===== config.mk =====
export PLATFORM = sky130hd
export DESIGN_NAME = spi_slave
export DESIGN_NICKNAME = d
export VERILOG_FILES = /design/src/rtl/spi_slave.sv
export SDC_FILE = /design/constraint.sdc
export NUM_CORES = 1
export LEC_CHECK = 0
export ABC_AREA = 0
export BUFFER_PORTS_ARGS = -buffer_cell sky130_fd_sc_hd__buf_2
export CAP_MARGIN = 20
export CORE_MARGIN = 2
export CORE_UTILIZATION = 55
export CTS_CLUSTER_DIAMETER = 40
export CTS_CLUSTER_SIZE = 14
export DETAILED_ROUTE_END_ITERATION = 10
export GPL_TIMING_DRIVEN = 0
export PLACE_DENSITY = 0.85
export SLEW_MARGIN = 10
export SYNTH_ARGS = -nofsm -noshare
export SYNTH_HDL_FRONTEND = slang
export SYNTH_SLANG_ARGS = --single-unit

===== constraint.sdc =====
create_clock -name clk -period 4.7 [get_ports clk]
set_input_delay 0.235 -clock clk [delete_from_list [all_inputs] [get_ports clk]]
set_output_delay 0.235 -clock clk [all_outputs]
set_load 0.03 [all_outputs]

===== src/rtl/spi_slave.sv =====
// SPI responder (slave), MSB-first, all four cpol/cpha modes.
//
// The SPI pins are asynchronous to clk. They are oversampled through
// SYNC_STAGES flip-flops, and sclk edges are found by comparing the
// synchronized sclk with a registered copy of it. For this to work, sclk must
// be much slower than clk: each half-period must be at least SYNC_STAGES+2
// clk cycles.
//
// Ports:
//   clk, reset      system clock; synchronous active-high reset
//   din   [DW-1:0]  byte to transmit; loaded at frame start and at each
//                   byte boundary
//   cpol, cpha      SPI mode; captured when ss_n falls
//   dout  [DW-1:0]  last complete received byte
//   spi_done_tick   one-cycle pulse per received byte
//   busy            frame active
//   sclk, ss_n, mosi  SPI pins from the master (asynchronous)
//   miso, miso_oe   serial data out and its tristate enable
module spi_slave #(
  parameter int DW          = 8,
  parameter int SYNC_STAGES = 2
) (
  input  logic          clk,
  input  logic          reset,
  input  logic [DW-1:0] din,
  input  logic          cpol,
  input  logic          cpha,
  output logic [DW-1:0] dout,
  output logic          spi_done_tick,
  output logic          busy,
  input  logic          sclk,
  input  logic          ss_n,
  input  logic          mosi,
  output logic          miso,
  output logic          miso_oe
);

  localparam int CW = $clog2(DW + 1);

  typedef enum logic {IDLE, XFER} state_t;

  state_t state, state_next;

  logic [SYNC_STAGES-1:0] sclk_sync, ss_sync, mosi_sync;
  logic                   sclk_q, ss_q;
  logic                   sclk_s, ss_s, mosi_s;
  logic                   sclk_rise, sclk_fall, ss_fall, ss_rise;
  logic                   lead_edge, trail_edge, sample_edge, shift_edge;
  logic                   byte_done, done_pend;
  logic                   cpol_r, cpha_r;
  logic [CW-1:0]          count;
  logic [DW-1:0]          rx, tx;

  // Synchronizers and the registered copies used for edge detection
  always_ff @(posedge clk) begin
    if (reset) begin
      sclk_sync <= '0;
      ss_sync   <= '1;
      mosi_sync <= '0;
      sclk_q    <= 1'b0;
      ss_q      <= 1'b1;
    end else begin
      sclk_sync <= {sclk_sync[SYNC_STAGES-2:0], sclk};
      ss_sync   <= {ss_sync[SYNC_STAGES-2:0], ss_n};
      mosi_sync <= {mosi_sync[SYNC_STAGES-2:0], mosi};
      sclk_q    <= sclk_sync[SYNC_STAGES-1];
      ss_q      <= ss_sync[SYNC_STAGES-1];
    end
  end

  assign sclk_s    = sclk_sync[SYNC_STAGES-1];
  assign ss_s      = ss_sync[SYNC_STAGES-1];
  assign mosi_s    = mosi_sync[SYNC_STAGES-1];
  assign sclk_rise = sclk_s & ~sclk_q;
  assign sclk_fall = ~sclk_s & sclk_q;
  assign ss_fall   = ~ss_s & ss_q;
  assign ss_rise   = ss_s & ~ss_q;

  // The leading edge leaves the idle level; cpha chooses which edge samples
  assign lead_edge   = cpol_r ? sclk_fall : sclk_rise;
  assign trail_edge  = cpol_r ? sclk_rise : sclk_fall;
  assign sample_edge = cpha_r ? trail_edge : lead_edge;
  assign shift_edge  = cpha_r ? lead_edge : trail_edge;
  assign byte_done   = (state == XFER) && sample_edge && (count == CW'(DW - 1));

  always_ff @(posedge clk) begin
    if (reset) begin
      state <= IDLE;
    end else begin
      state <= state_next;
    end
  end

  always_comb begin
    state_next = state;
    busy       = 1'b0;
    case (state)
      IDLE: begin
        if (ss_fall) state_next = XFER;
      end
      XFER: begin
        busy = 1'b1;
        if (ss_rise) state_next = IDLE;
      end
      default: state_next = IDLE;
    endcase
  end

  assign miso_oe = busy;
  assign miso    = tx[DW-1];

  // Shift datapath; the tick is delayed one cycle behind the dout update
  always_ff @(posedge clk) begin
    if (reset) begin
      cpol_r        <= 1'b0;
      cpha_r        <= 1'b0;
      count         <= '0;
      rx            <= '0;
      tx            <= '0;
      dout          <= '0;
      done_pend     <= 1'b0;
      spi_done_tick <= 1'b0;
    end else begin
      done_pend     <= byte_done;
      spi_done_tick <= done_pend;
      if (state == IDLE) begin
        if (ss_fall) begin
          cpol_r <= cpol;
          cpha_r <= cpha;
          tx     <= din;
          count  <= '0;
        end
      end else begin
        if (sample_edge) begin
          rx <= {rx[DW-2:0], mosi_s};
          if (count == CW'(DW - 1)) begin
            dout  <= {rx[DW-2:0], mosi_s};
            count <= '0;
            tx    <= din;
          end else begin
            count <= count + CW'(1);
          end
        end else if (shift_edge && (count != '0)) begin
          // count==0 marks the first leading edge (cpha=1) or the trailing
          // edge just after a byte boundary (cpha=0): miso already holds
          // the new MSB and must not move
          tx <= {tx[DW-2:0], 1'b0};
        end
      end
    end
  end

endmodule


==> impl_metrics.tcl, run 1 <==
set metrics [dict create \
    die-area_mm2 0.00338 \
    clockBufferDepth 2 \
    clk_pin_slew_ps 110 \
    ys.flop_type "dfxtp_1" \
    synth_nets 180 \
    postRouteAntennaNets 0 \
    synth-edff-count 0 \
    drtPass1Iterations 4 \
    design.core.area_mm2 0.00278 \
    clock_power_share_pct 38.3 \
    synthArstFlopShare_pct 0 \
    power.switching_w 0.000137 \
    slew_headroom_pct 58.4 \
    critPathKind "register to register" \
    io_pins 27 \
    tritoncts "yes" \
    holdWs_ps 68.1 \
    area_growth_pct 16.1 \
    start_util_pct 57.9 \
    p_leak_nw 0.776 \
    grt_first_pass_wirelength_um 5170 \
    dr_total_vias 1216 \
    power_density_mw_per_mm2 346 \
    gp_congestion 0.730 \
    fmax_ghz 0.535 \
    grt_overflow 0 \
    grtUsageTotal_pct 20.4 \
    wl_um 2950 \
    netlist_area_mm2 0.00161 \
    wl_per_cell_um 13.0 \
    hold_viol 0 \
    grt_max_degree 13 \
    place_inst 219 \
    n_antenna_cell 0 \
    critical_path_arrival_ps 2150 \
    fin_total_pwr_w 0.000646 \
    power_frac_comb_pct 7.1 \
    cp-end-kind "register" \
    critPathSlowestCell "nor3b_2" \
    required_ps 4980 \
    core.rowCount 19 \
    layout_common_cells "40 x dfxtp_1, 25 x buf_2, 19 x nor2_1" \
    grt_pass1_vias 1212 \
    cts_hold_buffers 0 \
    post-cts-setup-buffers 0 \
    internal_power_w 0.000509 \
    dp_hpwl_um 2120 \
    nNetsFinal 212 \
    cts_root_buf "clkbuf_4" \
    viasPerCell 5.36 \
    p_seq_share_pct 54.6 \
    period_share_pct 39.8 \
    placed_area_mm2 0.00178 \
    rsz0062_at_grt "no" \
    drive_gt1_share_pct 24.0 \
    die_y_um 58.1 \
    fin_area_mm2 0.00187 \
    start_kind "register" \
    yosysWarnings 0 \
    worstPathCellList "nor3b_2, a21oi_1, a221oi_4, buf_6, nor2_1, a211oi_2" \
    fin_cells 227 \
    drc_errors 0 \
    min_path_type "input port to register" \
    min_period_ps 1870 \
    status "completed" \
    cts_buffers 5 \
    final_common_cell "dfxtp_1" \
    maxCapViolations 0 \
    htree_levels 2 \
    yosys_register_bits 40 \
    avgSynthCellArea_um2 9.89 \
    synth-seq-area-share_pct 49.7 \
    tightest_slew_ps 612 \
    drtIter0Drc 57 \
    yosysUniqueCellTypes 30 \
    clkLatencyLatePin_ps 340 \
    cp_max_fo 10 \
    setup_viol 0 \
    post_cts_resized 0 \
    syn_inst 163 \
    port_buffers 25 \
    critPathMaxStageDelay_ps 500 \
    clock-sinks 40 \
    die_w_um 58.1 \
    skew_ps 5.74 \
    final.setup.tns_ps 0 \
    antenna_found_initial 0 \
    p_sw_share_pct 21.2 \
    slew_viol_final 0 \
    peakVddDrop_mv 0.362 \
]
[cells by family (layout without fill, tap and decap cells)]
kind of cell | after synthesis | in the layout | synth area share [%]
xor gates and xnor gates | 2 | 2 | 1.55
DFF | 40 | 40 | 49.7
adders and majority gates | 2 | 2 | 1.55
buffers and inverters | 10 | 43 | 3.03
muxes | 20 | 20 | 13.0
AOI/OAI and AO/OA | 26 | 26 | 11.4
and+or+nand+nor | 63 | 63 | 19.8
[area by class of cell]
type                       instances  area [um2]
fill                             225         911
sequential                        40         801
multi-input combinational        113         762
timing repair buffer              25         125
clock buffer                       7        65.1
tap                               31        38.8
buffer                             7        37.5
clock inverter                     1        30.0
inverter                           3        11.3
[flip-flops by register name, indices dropped and copies added (netlist names)]
register,cells
dout,8
tx,8
rx,7
count,4
mosi_sync,2
sclk_sync,2
ss_sync,2
cpha_r,1
cpol_r,1
done_pend,1
sclk_q,1
spi_done_tick,1
ss_q,1
state,1
[power by group through the flow]
stage          Combinational [W]  Sequential [W]  Clock (W)
3_5_place_dp           0.0000459        0.000361          0
4_1_cts                0.0000462        0.000353   0.000252
2_1_floorplan          0.0000316        0.000361          0
6_report               0.0000456        0.000353   0.000248
5_1_grt                0.0000506        0.000354   0.000266
3_3_place_gp           0.0000440        0.000360          0
[worst max-delay path, delay by kind of cell, from the launching register on]
| kind | cells | cell delay [ps] |
|---|---|---|
| AND/OR/NAND/NOR | 2 | 560 |
| flip-flops | 1 | 410 |
| buffers and inverters | 1 | 200 |
| AO/OA/AOI/OAI | 3 | 640 |
[path summary, 6_finish.rpt]
path              startpoint    endpoint  slack [ps]  cells after the start
setup / recovery       state       tx[2]        2830                      6
hold / removal          ss_n  ss_sync[0]          70                      2
setup reg to reg       state       tx[2]        2830                      6
hold reg to reg   ss_sync[0]  ss_sync[1]         430                      1
[per-layer routing]
layer	vias to the layer above	share of wire [%]	routed length [um]	global-route usage, %
li1	615	-	-	-
met5	-	0	0	0
met3	7	5.9	175	6.47
met4	0	1.8	53	6.98
met1	563	41	1210	22.1
met2	31	51	1510	37.2
[synth_stat cells, drive strengths merged (2+ instances only)]
cell / instances / area [um2]
nor2: 20 / 82.6
inv: 3 / 11.3
clkbuf: 5 / 18.8
dfxtp: 40 / 801
mux2i: 19 / 194
buf: 2 / 18.8
ha: 2 / 25.0
o21ai: 4 / 20.0
nand3: 3 / 15.0
a211oi: 7 / 67.6
nor2b: 9 / 56.3
nand2: 18 / 67.6
nand3b: 2 / 15.0
or2: 3 / 18.8
a21oi: 14 / 70.1
and3b: 2 / 17.5
[per-stage QoR]
step           worst slack, ps  util, %
4_1_cts                   2820     67.3
3_3_place_gp              2870     63.8
2_1_floorplan             2890        -
5_1_grt                   2670     67.3
6_report                  2830     67.3
3_5_place_dp              2840     63.8
Note: power is estimated with default switching activity, not from simulation.
==> run 2, diff against run 1 <==
Settings changed: CORE_UTILIZATION 55 to 49, PLACE_DENSITY 0.85 to 0.81.
Clock period 4.7 ns to 1.7 ns, I/O delays scaled along.
==> run 2 against run 1 <==
The run now ends with setup timing left. Sequential power grew to 2.8 times the previous value. Sequential cell count stayed put. Register-to-register slack worse by 2900 ps. Count of clock-buffer cells in the layout is 1 lower. Via count is 7.2% higher. Largest power group unchanged. Die area is 11% higher. Sequential share of layout area is 3.2 points lower. Critical path type unchanged. Wire length is 14% higher.
==> impl_metrics.tcl, run 2 (same netlist as run 1, synthesis figures left out) <==
set metrics [dict create \
    status "finished with violations" \
    failed_checks "setup timing" \
    critPathMaxStageDelay_ps 380 \
    top_regs "dout (8), tx (8), rx (7)" \
    nNetsFinal 226 \
    register_area_um2 816 \
    tritoncts "yes" \
    die_w_um 61.4 \
    viasPerCell 5.13 \
    skew_ps 13.0 \
    grt_overflow 0 \
    hold_viol 0 \
    slew_viol_final 0 \
    gp_congestion 0.762 \
    drive_gt1_share_pct 33.8 \
    postLayoutSetupSlackWorst_ps -90.7 \
    critPathKind "register to register" \
    cts_root_buf "clkbuf_4" \
    min_path_type "input port to register" \
    n_antenna_cell 0 \
    wl_per_cell_um 13.2 \
    fillerInstances 270 \
    cp_max_fo 5 \
    min_from "din[3]" \
    min_period_ps 1790 \
    final.setup.tns_ps -503 \
    path_buf_inv 1 \
    holdWs_ps 59.7 \
    layout_common_cells "34 x dfxtp_1, 26 x buf_2, 17 x mux2i_1, 17 x nand2_1, 16 x nor2_1" \
    dp_hpwl_um 2090 \
    endpoint "tx[3]" \
    start_util_pct 51.9 \
    fmax_ghz 0.558 \
    r2r_slack_ps -90 \
    grtUsageTotal_pct 19.1 \
    clock-sinks 40 \
    core.rowCount 20 \
    htree_levels 2 \
    area_growth_pct 28.0 \
    fin_area_mm2 0.00206 \
    final_common_cell "dfxtp_1" \
    power_density_mw_per_mm2 824 \
    grt_pass1_vias 1248 \
    drc_errors 0 \
    crit_family "compound AO/OA/AOI/OAI gates" \
    maxCapViolations 0 \
    clk_pin_slew_ps 130 \
    period_share_pct 105 \
    worstRegToRegCells 6 \
    required_ps 1980 \
    peakVddDrop_mv 0.528 \
    p_seq_share_pct 57.5 \
    p_leak_nw 0.844 \
    clkLatencyLatePin_ps 350 \
    clock_power_share_pct 33.0 \
    start_kind "register" \
    dr_total_vias 1304 \
    placed_area_mm2 0.00181 \
    internal_power_w 0.00129 \
    design.core.area_mm2 0.00310 \
    use_met2_pct 33.1 \
    wl_um 3360 \
    holdPathStages 3 \
    critPathSlowestCell "dfxtp_4" \
    grtUsageMet3_pct 7.56 \
    grt_first_pass_wirelength_um 5200 \
    power.switching_w 0.000411 \
    rr_endpoint "tx[3]" \
    drtPass1Iterations 5 \
    multiInputGateArea_um2 821 \
    grtUsageMet1_pct 20.4 \
    drtIter0Drc 46 \
    critical_path_arrival_ps 2070 \
    io_pins 27 \
    postRouteAntennaNets 0 \
    tightest_slew_ps 581 \
    antenna_found_initial 0 \
    place_inst 232 \
    grt_max_degree 14 \
    port_buffers 25 \
    cts_buffers 5 \
    slew_headroom_pct 61.3 \
    cp.depth 6 \
    die-area_mm2 0.00376 \
    power_frac_comb_pct 9.5 \
    r2r-start "cpha_r" \
    setup_viol 7 \
    cp-end-kind "register" \
    grt_busiest_layer "met2" \
    rsz0062_at_grt "yes" \
    p_sw_share_pct 24.2 \
    fin_cells 254 \
    clockBufferDepth 2 \
    die_y_um 61.4 \
    crit_path_start "cpha_r" \
    worstPathCellList "xnor2_4, mux2_4, a221oi_4, buf_4, nor2_2, a211oi_1" \
]
[run 2: cell count changes in the layout (fill, tap and decap cells not counted), moves of 3 or more]
cell | before | now
buf_4 | 1 | 7
nor2_1 | 19 | 16
nor2_2 | 0 | 3
dfxtp_4 | 0 | 3
dfxtp_1 | 40 | 34
dlygate4sd3_1 | 0 | 6
dfxtp_2 | 0 | 3
[run 2: timing repair]
action	4_1_cts	5_1_grt
endpoints found under the hold margin	6	0
setup buffers	7	0
pin swaps	7	0
cloned	1	0
resized for setup	5	13
hold buffers	6	0
setup endpoints to repair	13	25
[run 2: per-stage QoR]
step                      setup WS [ps]  util, %  total power [W]
after global routing               -157     66.5          0.00176
after global placement             -119     58.4          0.00112
after CTS                         -54.6     65.1          0.00170
final                             -90.7     66.5          0.00170
after floorplan                   -3.03        -          0.00109
after detailed placement           -149     58.4          0.00113
[run 2: power by group through the flow]
stage	Combinational [W]	Clock, W	Sequential [W]
6_report	0.000161	0.000561	0.000977
2_1_floorplan	0.0000888	0	0.000998
3_3_place_gp	0.000124	0	0.000995
3_5_place_dp	0.000128	0	0.000997
5_1_grt	0.000175	0.000609	0.000980
4_1_cts	0.000151	0.000573	0.000976
[run 2: tightest hold or removal path, cell delays in order]
cell,delay [ps]
buf_2,90
mux2i_1,120
a211oi_1,80
[run 2: worst min path at each step]
stage	end	slack [ps]
final	tx[3]	60
after global routing	tx[3]	70
after CTS	tx[3]	60
after detailed placement	ss_sync[0]	270
after global placement	ss_sync[0]	270
after floorplan	ss_sync[0]	190
[run 2: cell type report]
class,count,share of cell area (%)
Buffer,7,1.88
Clock buffer,6,3.03
Clock inverter,2,0.546
Inverter,3,0.546
Multi-Input combinational cell,113,39.8
Sequential cell,40,39.6
Tap cell,44,2.67
Timing Repair Buffer,39,12.0
[run 2: per-layer routing]
layer  share of wire, %  up-vias
li1                   -      646
met1                 41      604
met2                 50       44
met3                6.4       10
met4                2.4        0
met5                  0        -
